`src/rtl/tetris_pkg.sv`:
```
// Shared definitions for the Tetris board blocks.
// Holds the line-clear FSM state encoding, the base point values for
// one to four (or more) cleared lines, and the default board geometry
// used by the line-clear engine and its neighbours (merge, color_mapper).
package tetris_pkg;

  typedef enum logic [1:0] {
    IDLE,
    SCAN,
    FILL,
    DONE
  } state_e;

  localparam int PTS_1 = 40;
  localparam int PTS_2 = 100;
  localparam int PTS_3 = 300;
  localparam int PTS_4 = 1200;

  localparam int         DEF_ROWS      = 22;
  localparam int         DEF_COLS      = 12;
  localparam logic [11:0] DEF_WALL_MASK = 12'h801;

endpackage

```
`src/rtl/line_clear_engine_if.sv`:
```
// Request/result bundle of the line-clear engine.
//   start         : one-cycle request, board_in sampled on the same edge
//   board_in      : board snapshot, row 0 is the top
//   level         : current level, scales the points awarded
//   clear_stats   : synchronous clear of total_lines and score
//   busy          : operation in progress
//   done          : one-cycle pulse, board_out/lines_cleared valid from here
//   board_out     : compacted board, held until the next done
//   lines_cleared : rows removed by the last operation
//   total_lines   : saturating running line total
//   score         : saturating running score
// master drives requests (piece-merge side), slave is the engine.
interface line_clear_engine_if
  import tetris_pkg::*;
#(
  parameter int ROWS    = DEF_ROWS,
  parameter int COLS    = DEF_COLS,
  parameter int SCORE_W = 20
);

  localparam int CW = $clog2(ROWS + 1);

  logic                start;
  logic [COLS-1:0]     board_in [ROWS];
  logic [3:0]          level;
  logic                clear_stats;
  logic                busy;
  logic                done;
  logic [COLS-1:0]     board_out [ROWS];
  logic [CW-1:0]       lines_cleared;
  logic [15:0]         total_lines;
  logic [SCORE_W-1:0]  score;

  modport master (
    output start, board_in, level, clear_stats,
    input  busy, done, board_out, lines_cleared, total_lines, score
  );

  modport slave (
    input  start, board_in, level, clear_stats,
    output busy, done, board_out, lines_cleared, total_lines, score
  );

endinterface

```
`src/rtl/line_score_accum.sv`:
```
// Line and score statistics for the line-clear engine.
// Converts a cleared-line count into points scaled by (level+1) and adds
// it, with saturation, to the running score; also keeps a saturating
// total of cleared lines. clear_i has priority over update_i.
// Ports:
//   clk, reset      : clock, asynchronous active-high reset
//   cnt_i           : lines removed by the finishing operation
//   level_i         : current level
//   update_i        : one-cycle strobe to accumulate cnt_i
//   clear_i         : zero both accumulators
//   total_lines_o   : running line total (clamps at 16'hFFFF)
//   score_o         : running score (clamps at all ones)
module line_score_accum
  import tetris_pkg::*;
#(
  parameter int CW      = 5,
  parameter int SCORE_W = 20
) (
  input  logic               clk,
  input  logic               reset,
  input  logic [CW-1:0]      cnt_i,
  input  logic [3:0]         level_i,
  input  logic               update_i,
  input  logic               clear_i,
  output logic [15:0]        total_lines_o,
  output logic [SCORE_W-1:0] score_o
);

  localparam int PW = SCORE_W + 4;

  logic [PW-1:0]      pts;
  logic [PW-1:0]      prod;
  logic [PW:0]        scoreSum;
  logic [16:0]        linesSum;
  logic [SCORE_W-1:0] score_q, score_d;
  logic [15:0]        total_q, total_d;

  // Points lookup, level scaling and saturating next values; a clear
  // in the same cycle as an update discards the update.
  always_comb begin
    pts      = '0;
    if (cnt_i == CW'(1))      pts = PW'(PTS_1);
    else if (cnt_i == CW'(2)) pts = PW'(PTS_2);
    else if (cnt_i == CW'(3)) pts = PW'(PTS_3);
    else if (cnt_i != '0)     pts = PW'(PTS_4);
    prod     = pts * (PW'(level_i) + PW'(1));
    scoreSum = (PW+1)'(score_q) + (PW+1)'(prod);
    linesSum = 17'(total_q) + 17'(cnt_i);
    score_d  = score_q;
    total_d  = total_q;
    if (clear_i) begin
      score_d = '0;
      total_d = '0;
    end else if (update_i) begin
      score_d = (|scoreSum[PW:SCORE_W]) ? '1 : scoreSum[SCORE_W-1:0];
      total_d = linesSum[16] ? 16'hFFFF : linesSum[15:0];
    end
  end

  // Accumulator registers.
  always_ff @(posedge clk or posedge reset) begin
    if (reset) begin
      score_q <= '0;
      total_q <= '0;
    end else begin
      score_q <= score_d;
      total_q <= total_d;
    end
  end

  assign total_lines_o = total_q;
  assign score_o       = score_q;

endmodule

```
`src/rtl/line_clear_engine.sv`:
```
// Sequential line-clear stage. On start it latches the board, scans the
// playfield bottom-up one row per clock, drops full rows and compacts the
// survivors downward, refills the freed top rows with wall-only rows, and
// then publishes the new board with a one-cycle done pulse.
// Ports:
//   clk, reset : clock, asynchronous active-high reset
//   bus        : line_clear_engine_if slave (request, result, statistics)
module line_clear_engine
  import tetris_pkg::*;
#(
  parameter int              ROWS       = DEF_ROWS,
  parameter int              COLS       = DEF_COLS,
  parameter logic [COLS-1:0] WALL_MASK  = COLS'(DEF_WALL_MASK),
  parameter int              FLOOR_ROWS = 1,
  parameter int              SCORE_W    = 20
) (
  input  logic              clk,
  input  logic              reset,
  line_clear_engine_if.slave bus
);

  localparam int N  = ROWS - FLOOR_ROWS;
  localparam int IW = $clog2(ROWS);
  localparam int CW = $clog2(ROWS + 1);

  state_e          state_q, state_d;
  logic [COLS-1:0] rowbuf_q [ROWS];
  logic [COLS-1:0] rowbuf_d [ROWS];
  logic [COLS-1:0] board_out_q [ROWS];
  logic [COLS-1:0] board_out_d [ROWS];
  logic [IW-1:0]   rd_q, rd_d, wr_q, wr_d;
  logic [CW-1:0]   cnt_q, cnt_d;
  logic [CW-1:0]   lines_q, lines_d;
  logic            done_q, done_d;
  logic            rowFull;
  logic [15:0]     totalLines;
  logic [SCORE_W-1:0] scoreVal;

  // Wall columns count as filled, so a row is full when only the wall
  // bits are missing from an all-ones pattern.
  assign rowFull = ((rowbuf_q[rd_q] | WALL_MASK) == '1);

  // Next-state and datapath. wr trails rd by the number of rows removed
  // so far; after the scan, rows 0..wr are the ones vacated by removal.
  // A start during the done pulse is not accepted.
  always_comb begin
    state_d     = state_q;
    rowbuf_d    = rowbuf_q;
    board_out_d = board_out_q;
    rd_d        = rd_q;
    wr_d        = wr_q;
    cnt_d       = cnt_q;
    lines_d     = lines_q;
    done_d      = 1'b0;
    unique case (state_q)
      IDLE: begin
        if (bus.start && !done_q) begin
          rowbuf_d = bus.board_in;
          rd_d     = IW'(N - 1);
          wr_d     = IW'(N - 1);
          cnt_d    = '0;
          state_d  = SCAN;
        end
      end
      SCAN: begin
        if (rowFull) begin
          cnt_d = cnt_q + CW'(1);
        end else begin
          rowbuf_d[wr_q] = rowbuf_q[rd_q];
          wr_d           = wr_q - IW'(1);
        end
        rd_d = rd_q - IW'(1);
        if (rd_q == '0) state_d = FILL;
      end
      FILL: begin
        for (int r = 0; r < N; r++) begin
          if ((cnt_q != '0) && (IW'(r) <= wr_q)) rowbuf_d[r] = WALL_MASK;
        end
        state_d = DONE;
      end
      DONE: begin
        done_d      = 1'b1;
        board_out_d = rowbuf_q;
        lines_d     = cnt_q;
        state_d     = IDLE;
      end
      default: state_d = IDLE;
    endcase
  end

  // State and datapath registers; reset abandons any operation in flight.
  always_ff @(posedge clk or posedge reset) begin
    if (reset) begin
      state_q <= IDLE;
      rd_q    <= '0;
      wr_q    <= '0;
      cnt_q   <= '0;
      lines_q <= '0;
      done_q  <= 1'b0;
      for (int r = 0; r < ROWS; r++) begin
        rowbuf_q[r]    <= '0;
        board_out_q[r] <= '0;
      end
    end else begin
      state_q     <= state_d;
      rd_q        <= rd_d;
      wr_q        <= wr_d;
      cnt_q       <= cnt_d;
      lines_q     <= lines_d;
      done_q      <= done_d;
      rowbuf_q    <= rowbuf_d;
      board_out_q <= board_out_d;
    end
  end

  line_score_accum #(
    .CW      (CW),
    .SCORE_W (SCORE_W)
  ) u_accum (
    .clk           (clk),
    .reset         (reset),
    .cnt_i         (cnt_q),
    .level_i       (bus.level),
    .update_i      (state_q == DONE),
    .clear_i       (bus.clear_stats),
    .total_lines_o (totalLines),
    .score_o       (scoreVal)
  );

  assign bus.busy          = (state_q != IDLE);
  assign bus.done          = done_q;
  assign bus.board_out     = board_out_q;
  assign bus.lines_cleared = lines_q;
  assign bus.total_lines   = totalLines;
  assign bus.score         = scoreVal;

endmodule

```
`src/flat_wrapper.sv`:
```
// flat-port wrapper written by rule: the top's interface ports become plain ports
module line_clear_engine_flat import tetris_pkg::*;
#(
  parameter int              ROWS       = DEF_ROWS,
  parameter int              COLS       = DEF_COLS,
  parameter logic [COLS-1:0] WALL_MASK  = COLS'(DEF_WALL_MASK),
  parameter int              FLOOR_ROWS = 1,
  parameter int              SCORE_W    = 20
)
  (clk, reset, bus_start, bus_board_in, bus_level, bus_clear_stats, bus_busy, bus_done, bus_board_out, bus_lines_cleared, bus_total_lines, bus_score);
  line_clear_engine_if #(.ROWS(ROWS), .COLS(COLS), .SCORE_W(SCORE_W)) bus_i ();
  input  logic clk;
  input  logic reset;
  input wire logic [$bits(bus_i.start)-1:0] bus_start;
  input wire logic [$bits(bus_i.board_in)-1:0] bus_board_in;
  input wire logic [$bits(bus_i.level)-1:0] bus_level;
  input wire logic [$bits(bus_i.clear_stats)-1:0] bus_clear_stats;
  output wire logic [$bits(bus_i.busy)-1:0] bus_busy;
  output wire logic [$bits(bus_i.done)-1:0] bus_done;
  output wire logic [$bits(bus_i.board_out)-1:0] bus_board_out;
  output wire logic [$bits(bus_i.lines_cleared)-1:0] bus_lines_cleared;
  output wire logic [$bits(bus_i.total_lines)-1:0] bus_total_lines;
  output wire logic [$bits(bus_i.score)-1:0] bus_score;
  assign bus_i.start = bus_start;
  assign bus_i.board_in = {>>{bus_board_in}};
  assign bus_i.level = bus_level;
  assign bus_i.clear_stats = bus_clear_stats;
  assign bus_busy = bus_i.busy;
  assign bus_done = bus_i.done;
  assign bus_board_out = {>>{bus_i.board_out}};
  assign bus_lines_cleared = bus_i.lines_cleared;
  assign bus_total_lines = bus_i.total_lines;
  assign bus_score = bus_i.score;
  line_clear_engine #(.ROWS(ROWS), .COLS(COLS), .WALL_MASK(WALL_MASK), .FLOOR_ROWS(FLOOR_ROWS), .SCORE_W(SCORE_W)) u_core (.clk(clk), .reset(reset), .bus(bus_i));
endmodule
```
`config.mk`:
```
export PLATFORM = sky130hd
export DESIGN_NAME = line_clear_engine_flat
export DESIGN_NICKNAME = d
export VERILOG_FILES = /design/src/rtl/tetris_pkg.sv /design/src/rtl/line_clear_engine_if.sv /design/src/rtl/line_score_accum.sv /design/src/rtl/line_clear_engine.sv /design/src/flat_wrapper.sv
export SDC_FILE = /design/constraint.sdc
export NUM_CORES = 2
export LEC_CHECK = 0
export BUFFER_PORTS_ARGS = -buffer_cell sky130_fd_sc_hd__buf_2
export CAP_MARGIN = 0
export CORE_MARGIN = 3
export CORE_UTILIZATION = 60
export DETAILED_ROUTE_END_ITERATION = 8
export GPL_TIMING_DRIVEN = 0
export MAX_ROUTING_LAYER = met4
export PLACE_DENSITY = 0.91
export SETUP_SLACK_MARGIN = 0.3
export SLEW_MARGIN = 0
export SYNTH_ARGS = -nofsm -noshare
export SYNTH_HDL_FRONTEND = slang
export SYNTH_SLANG_ARGS = --single-unit
```
`constraint.sdc`:
```
create_clock -name clk -period 58.7 [get_ports clk]
set_input_delay 17.61 -clock clk [delete_from_list [all_inputs] [get_ports clk]]
set_output_delay 17.61 -clock clk [all_outputs]
set_load 0.005 [all_outputs]
```
# Word-level counts from Yosys, hierarchy flattened
# Index checks and enable logic that the tools add are counted.
[op_classes]
addsub = 6
bitwise = 2
eq_ne = 32
magnitude_cmp = 24
multipliers = 1
muxes = 52
reduce_logical = 57
[ops]
columns = ["operator", "n"]
rows = [
  ["$pmux 252 s3", 1],
  ["$mux 264", 2],
  ["$mux 12", 24],
  ["$bwmux 264", 1],
  ["$reduce_and 4->1", 21],
  ["$bmux 12 s5", 1],
  ["$demux 12 s5", 1],
  ["$mux 20", 3],
  ["$mux 16", 3],
  ["$ne 2x1->1 const B", 24],
  ["$mux 11", 4],
  ["$le 4x5->1 const A", 8],
  ["$pmux 5 s2", 3],
  ["$add 20x24->25", 1],
  ["$le 5x5->1 const A", 5],
  ["$mul 24x5->24", 1],
  ["$pmux 12 s2", 1],
  ["$logic_and 1x1->1", 23],
  ["$le 3x5->1 const A", 4],
  ["$mux 5", 4],
  ["$add 16x5->17", 1],
  ["$ge 6x6->1 const B", 2],
  ["$not 5->6", 2],
  ["$eq 10x10->1 const B", 1],
  ["23 further kinds", 33],
]
[totals]
in_bits = 272
regBits = 587
out_inout_bits = 307
wordCells = 226

# Longest topological paths before layout
[logic_depth]
ltp_word = 11
ltp_mapped = 29
mapped_depth_nobuf = 28

# By module
# Synthesis repeated with hierarchy kept, for this count alone.
[unflattened]
cells_unflattened = 2619
hier_area_um2 = 30419.2
[by_module_without_submodules]
columns = ["module", "n_inst", "cells_per_inst", "area_each_um2", "seq_area_each_um2"]
rows = [
  ["line_clear_engine", 1, 2150, 26475.4, 13788.2],
  ["line_score_accum", 1, 469, 3943.8, 875.8],
]

# Worst setup path before layout
# Ideal clock, no wire load.
[synth_path]
path_kind = "in2reg"
startpoint = "input port bus_level[0]"
endpoint = "register u_core.u_accum.score_q[10], in the netlist u_core.u_accum.score_o[10]"
n_path_buf = 1
cell_stages = 25
arrival_time_ps = 23342
slack_ps = 35264
setup_ps = 94
t_required_ps = 58606
cell_sequence = "ha_1 > xnor2_1 > or2_2 > fa_1 > fa_1 > fa_1 > inv_1 > ha_1 > nor2b_1 > o21ai_0 > a21boi_0 > o21ai_0 > a21boi_0 > o21ai_0 > a21boi_0 > nor4_1 > a311o_1 > ha_1 > nand2_1 > o41ai_1 > a21oi_1 > nor2b_1 > nor2_1 > clkbuf_1 > a211oi_1"
[synth_via]
elab_chain_len = 7
[synth_rtl]
columns = ["item", "line", "source"]
rows = [
  ["start: declaration", "flat_wrapper.sv:16", "input wire logic [$bits(bus_i.level)-1:0] bus_level;"],
  ["$add 4x1->5 (*)", "line_score_accum.sv:46", "prod = pts * (PW'(level_i) + PW'(1));"],
  ["$mul 24x5->24 (*)", "line_score_accum.sv:46", ""],
  ["$add 20x24->25 (*)", "line_score_accum.sv:47", "scoreSum = (PW+1)'(score_q) + (PW+1)'(prod);"],
  ["$reduce_or 5->1", "line_score_accum.sv:55", "score_d = (|scoreSum[PW:SCORE_W]) ? '1 : scoreSum[SCORE_W-1:0];"],
  ["$mux 20 (*)", "line_score_accum.sv:55", ""],
  ["$mux 20 (*)", "line_score_accum.sv:54", "end else if (update_i) begin"],
  ["$mux 20 (*)", "line_score_accum.sv:51", "if (clear_i) begin"],
  ["end signal: assignment", "line_score_accum.sv:66", "score_q <= score_d;"],
  ["end: declaration", "line_score_accum.sv:35", "logic [SCORE_W-1:0] score_q, score_d;"],
]
# Mark *: on every way between the ends. The rest lies on a longest branch, timed or not. The select of a mux whose other input is x is not followed.
# A chain may end at the register's enable or synchronous reset.

# Final worst setup path
[layout_path]
startpoint = "input port bus_level[0]"
endpoint = "register u_core.u_accum.score_q[6], in the netlist u_core.u_accum.score_o[6]"
# The elaborated chain is that of the path after synthesis.

==> run summary <==
Pleak: 17.0 nW
Synth cell types: 86
top_reg_cell synth: dfrtp_1
syn nets: 2,836
r2r setup slk: 50.63 ns
iteration count of the initial detailed-routing pass: 6
largest area contributor in the netlist: dfrtp_1
CTS clk-pin slew, worst paths: 0.06 ns
PwrDens: 67.9 nW/um^2
top-area cell type share of the netlist area: 0.488
VDD IR max: 0.0439 mV
Row Count: 81
Post-Synth XOR/XNOR Area: 0.00787
met3 routed WL: 17,000 um
M1 WL: 44,100 um
routed vias: 27,300
TritonCTS Buffers: 60
CP Data Arrival Time: 24.49 ns
first-pass GRT wire length: 180,000 um
Highest Signal Layer: met4
area growth from synthesis to layout: 20.3%
Critical Path Fanout Max: 10
final period utilization: 0.409
die width: 230 um
Layout Cells excl Fill: 3,855
Starting Density: 0.611
post-synthesis cell count: 2,481
Seq/Total Area, Yosys: 0.488
final count of pins violating max slew: 0
EDFF count, synth: 0
multi-input logic area: 14,200 sq um
fillers: 3,287
sequential cell area: 14,700 sq um
post-CTS resize count: 0
initial DRC count: 4,109
skew final: 0.0421 ns
die area: 52,800 sq um
overall routing resource usage: 0.479
I/O Buffers: 577
Async SR Flop Fraction: 1.00
vias in the first global route: 26,800
Post-CTS Setup Inserts: 0
Critical R2R Launch: u_core.cnt_q[1]
Cells after DPL: 3,727
post-cts hold buffer count: 0
clk_lat worst skew: 0.67 ns
Synth Area in Simple Gates: 0.0636
Min-Delay Endpoint: u_core.bus.board_out[242]
Setup Viol. Count Final: 0
worst hold path type: flop to flop
post-layout util: 0.735
largest net degree at the start of global routing: 135
final wirelength: 126,000 um
Slew headroom: 0.0305
initial antenna violation count: 15
Post-Synth Adder-Cell Area: 0.0391
Core ar.: 49,200 sq um
outcome: completed
Yosys warnings: 0
Hold Crit Depth: 1
Hold WS: 0.505 ns
max_cap viols: 0
top cells by area, synth: dfrtp_1 49%, mux2_2 11%, o2bb2ai_1 5.7%
post-detail-place hpwl: 94,600 um
Met2 Wirelength: 54,800 um
clk root buf: clkbuf_16
mux contribution to synthesized area: 0.154
Final Power: 2.45 mW
end of the worst register-to-register path: u_core.u_accum.score_o[6]
CP Data Required Time: 59.20 ns
CP endpoint kind: flop
Clock Path Buffers: 3
setup TNS: 0 ns
RSZ-0062 raised after global routing: false
CTS tree: done
fin nets: 3,480
fmax: 41.7 MHz
Placer Congestion: 1.04
CTS HTree Levels: 2
Setup crit start kind: input pin
post-route ant nets: 0
Yosys reg bits: 586
num ports: 579
DR DRC count: 0
Congestion Overflow GR: 0
worst slew pin tran: 1.45 ns
final hold violation count: 0
largest family of logic cells by synthesized area: compound AO/OA/AOI/OAI gates
die height: 230 um
min cycle time layout: 23.99 ns
R2R depth: 27
Setup CP Type: input pin to flop
Mapped Area: 30,000 sq um
via/cell ratio: 7.09
syn_area_per_cell: 12.1 sq um
Synth Area in Compound Gates: 0.208
share of cells above drive strength 1: 0.362
wire per inst: 32.7 um
hold_sp: u_core.bus.board_out[242]
clk sink count: 586
[how the worst max path moves through the flow]
stage | from | slack (ns) | depth (start not counted) | to
floorplan | reset | 24.69 | 1 | u_core.bus.board_out[0]
global placement | reset | 19.17 | 2 | u_core.bus.board_out[102]
detailed placement | bus_level[0] | 34.15 | 26 | u_core.u_accum.score_o[7]
CTS | bus_level[0] | 34.79 | 26 | u_core.u_accum.score_o[11]
global route | bus_level[0] | 34.18 | 26 | u_core.u_accum.score_o[6]
finish | bus_level[0] | 34.71 | 26 | u_core.u_accum.score_o[6]
[cell type report]
| class | count | share of cell area |
|---|---|---|
| clock buffers | 77 | 0.0467 |
| repair buffers | 582 | 0.0833 |
| plain buffers | 188 | 0.0260 |
| well taps | 664 | 0.0230 |
| multi-input cells | 1644 | 0.393 |
| clock inverters | 36 | 0.0142 |
| diodes | 15 | 0.00104 |
| flip-flops and latches | 586 | 0.406 |
| inverters | 63 | 0.00682 |
[sequential cells by signal (all words and copies together), names as in the netlist]
register,count
u_core.bus.lines_cleared,5
u_core.state_q,2
u_core.bus.board_out,264
u_core.u_accum.total_lines_o,16
u_core.rd_q,5
u_core.cnt_q,5
u_core.wr_q,5
u_core.rowbuf_q,264
u_core.bus.done,1
u_core.u_accum.score_o,19
[logic make-up after synthesis]
group                      count (synthesis)
and+or+nand+nor                          399
muxes                                    367
adders and majority gates                 83
AOI/OAI and AO/OA                        768
xor gates and xnor gates                  27
buffers and inverters                    251
DFF                                      586
[metal layers]
metal | up-vias | global-route usage
met5 | - | -
met4 | 0 | 0.307
met3 | 639 | 0.134
met2 | 2462 | 0.690
met1 | 13500 | 0.599
li1 | 10800 | -
[critical path, stage by stage]
cell and delay [ns]:
buf_2 0.14, ha_1 0.23, xnor2_1 0.23, or2_2 0.36
fa_1 0.51, fa_1 0.52, fa_1 0.55, inv_1 0.04
ha_1 0.31, nor2b_1 0.15, o21ai_0 0.11, a21boi_0 0.26
o21ai_0 0.14, a21boi_0 0.26, o21ai_0 0.14, a21boi_0 0.42
nor2_1 0.13, ha_1 0.26, or3_1 0.35, nor3_1 0.25
o41ai_1 0.20, a21oi_1 0.28, nor2b_1 0.11, nor2_1 0.32
clkbuf_1 0.43, a211oi_1 0.15
[power by group]
| group | internal [mW] | switching (mW) | total [mW] |
|---|---|---|---|
| Sequential | 0.574 | 0.157 | 0.731 |
| Clock | 0.249 | 0.178 | 0.427 |
| Combinational | 0.516 | 0.780 | 1.30 |
[per-stage QoR]
| step | worst slack [ns] | area (sq um) |
|---|---|---|
| after global placement | 19.17 | 33800 |
| final | 34.71 | 36100 |
| after global routing | 34.18 | 36100 |
| after floorplan | 24.69 | 30000 |
| after CTS | 34.79 | 36100 |
| after detailed placement | 34.15 | 33900 |
[synthesized netlist by cell type (10+ instances only)]
| master | instances |
|---|---|
| dfrtp_1 | 586 |
| mux2_2 | 288 |
| o2bb2ai_1 | 195 |
| a22o_1 | 193 |
| clkbuf_1 | 124 |
| nor2_1 | 112 |
| nand2_1 | 108 |
| o21ai_0 | 70 |
| ha_1 | 65 |
| inv_1 | 60 |
| a21oi_1 | 51 |
| a22oi_1 | 47 |
| mux4_2 | 47 |
| nand3_1 | 44 |
| buf_2 | 34 |
| a2bb2oi_1 | 32 |
| mux2i_1 | 32 |
| o221ai_1 | 29 |
| nor3_1 | 27 |
| a211oi_1 | 21 |
| fa_1 | 18 |
| buf_6 | 16 |
| nor2b_1 | 16 |
| or2_2 | 15 |
| a31oi_1 | 14 |
| nand2_2 | 14 |
| xnor2_1 | 14 |
| xor2_1 | 13 |
| and2_1 | 12 |
| nand2b_1 | 11 |
| a21boi_0 | 10 |
| a21boi_1 | 10 |
| buf_4 | 10 |
| o22ai_1 | 10 |
[layout by cell type, fill, tap and decap left out, drive strengths merged, types with 29 or more instances in the layout]
master | synthesis | final
a22oi | 49 | 49
buf | 64 | 646
a2bb2oi | 32 | 32
o2bb2ai | 195 | 195
a21boi | 29 | 29
inv | 62 | 63
a22o | 193 | 193
mux4 | 47 | 47
o21ai | 76 | 76
mux2 | 288 | 288
a21oi | 51 | 51
o221ai | 38 | 38
dfrtp | 586 | 586
nand2 | 124 | 124
nand3 | 45 | 45
clkbuf | 124 | 201
ha | 65 | 65
mux2i | 32 | 32
nor2 | 112 | 112
Note: power is estimated with default switching activity, not from simulation.
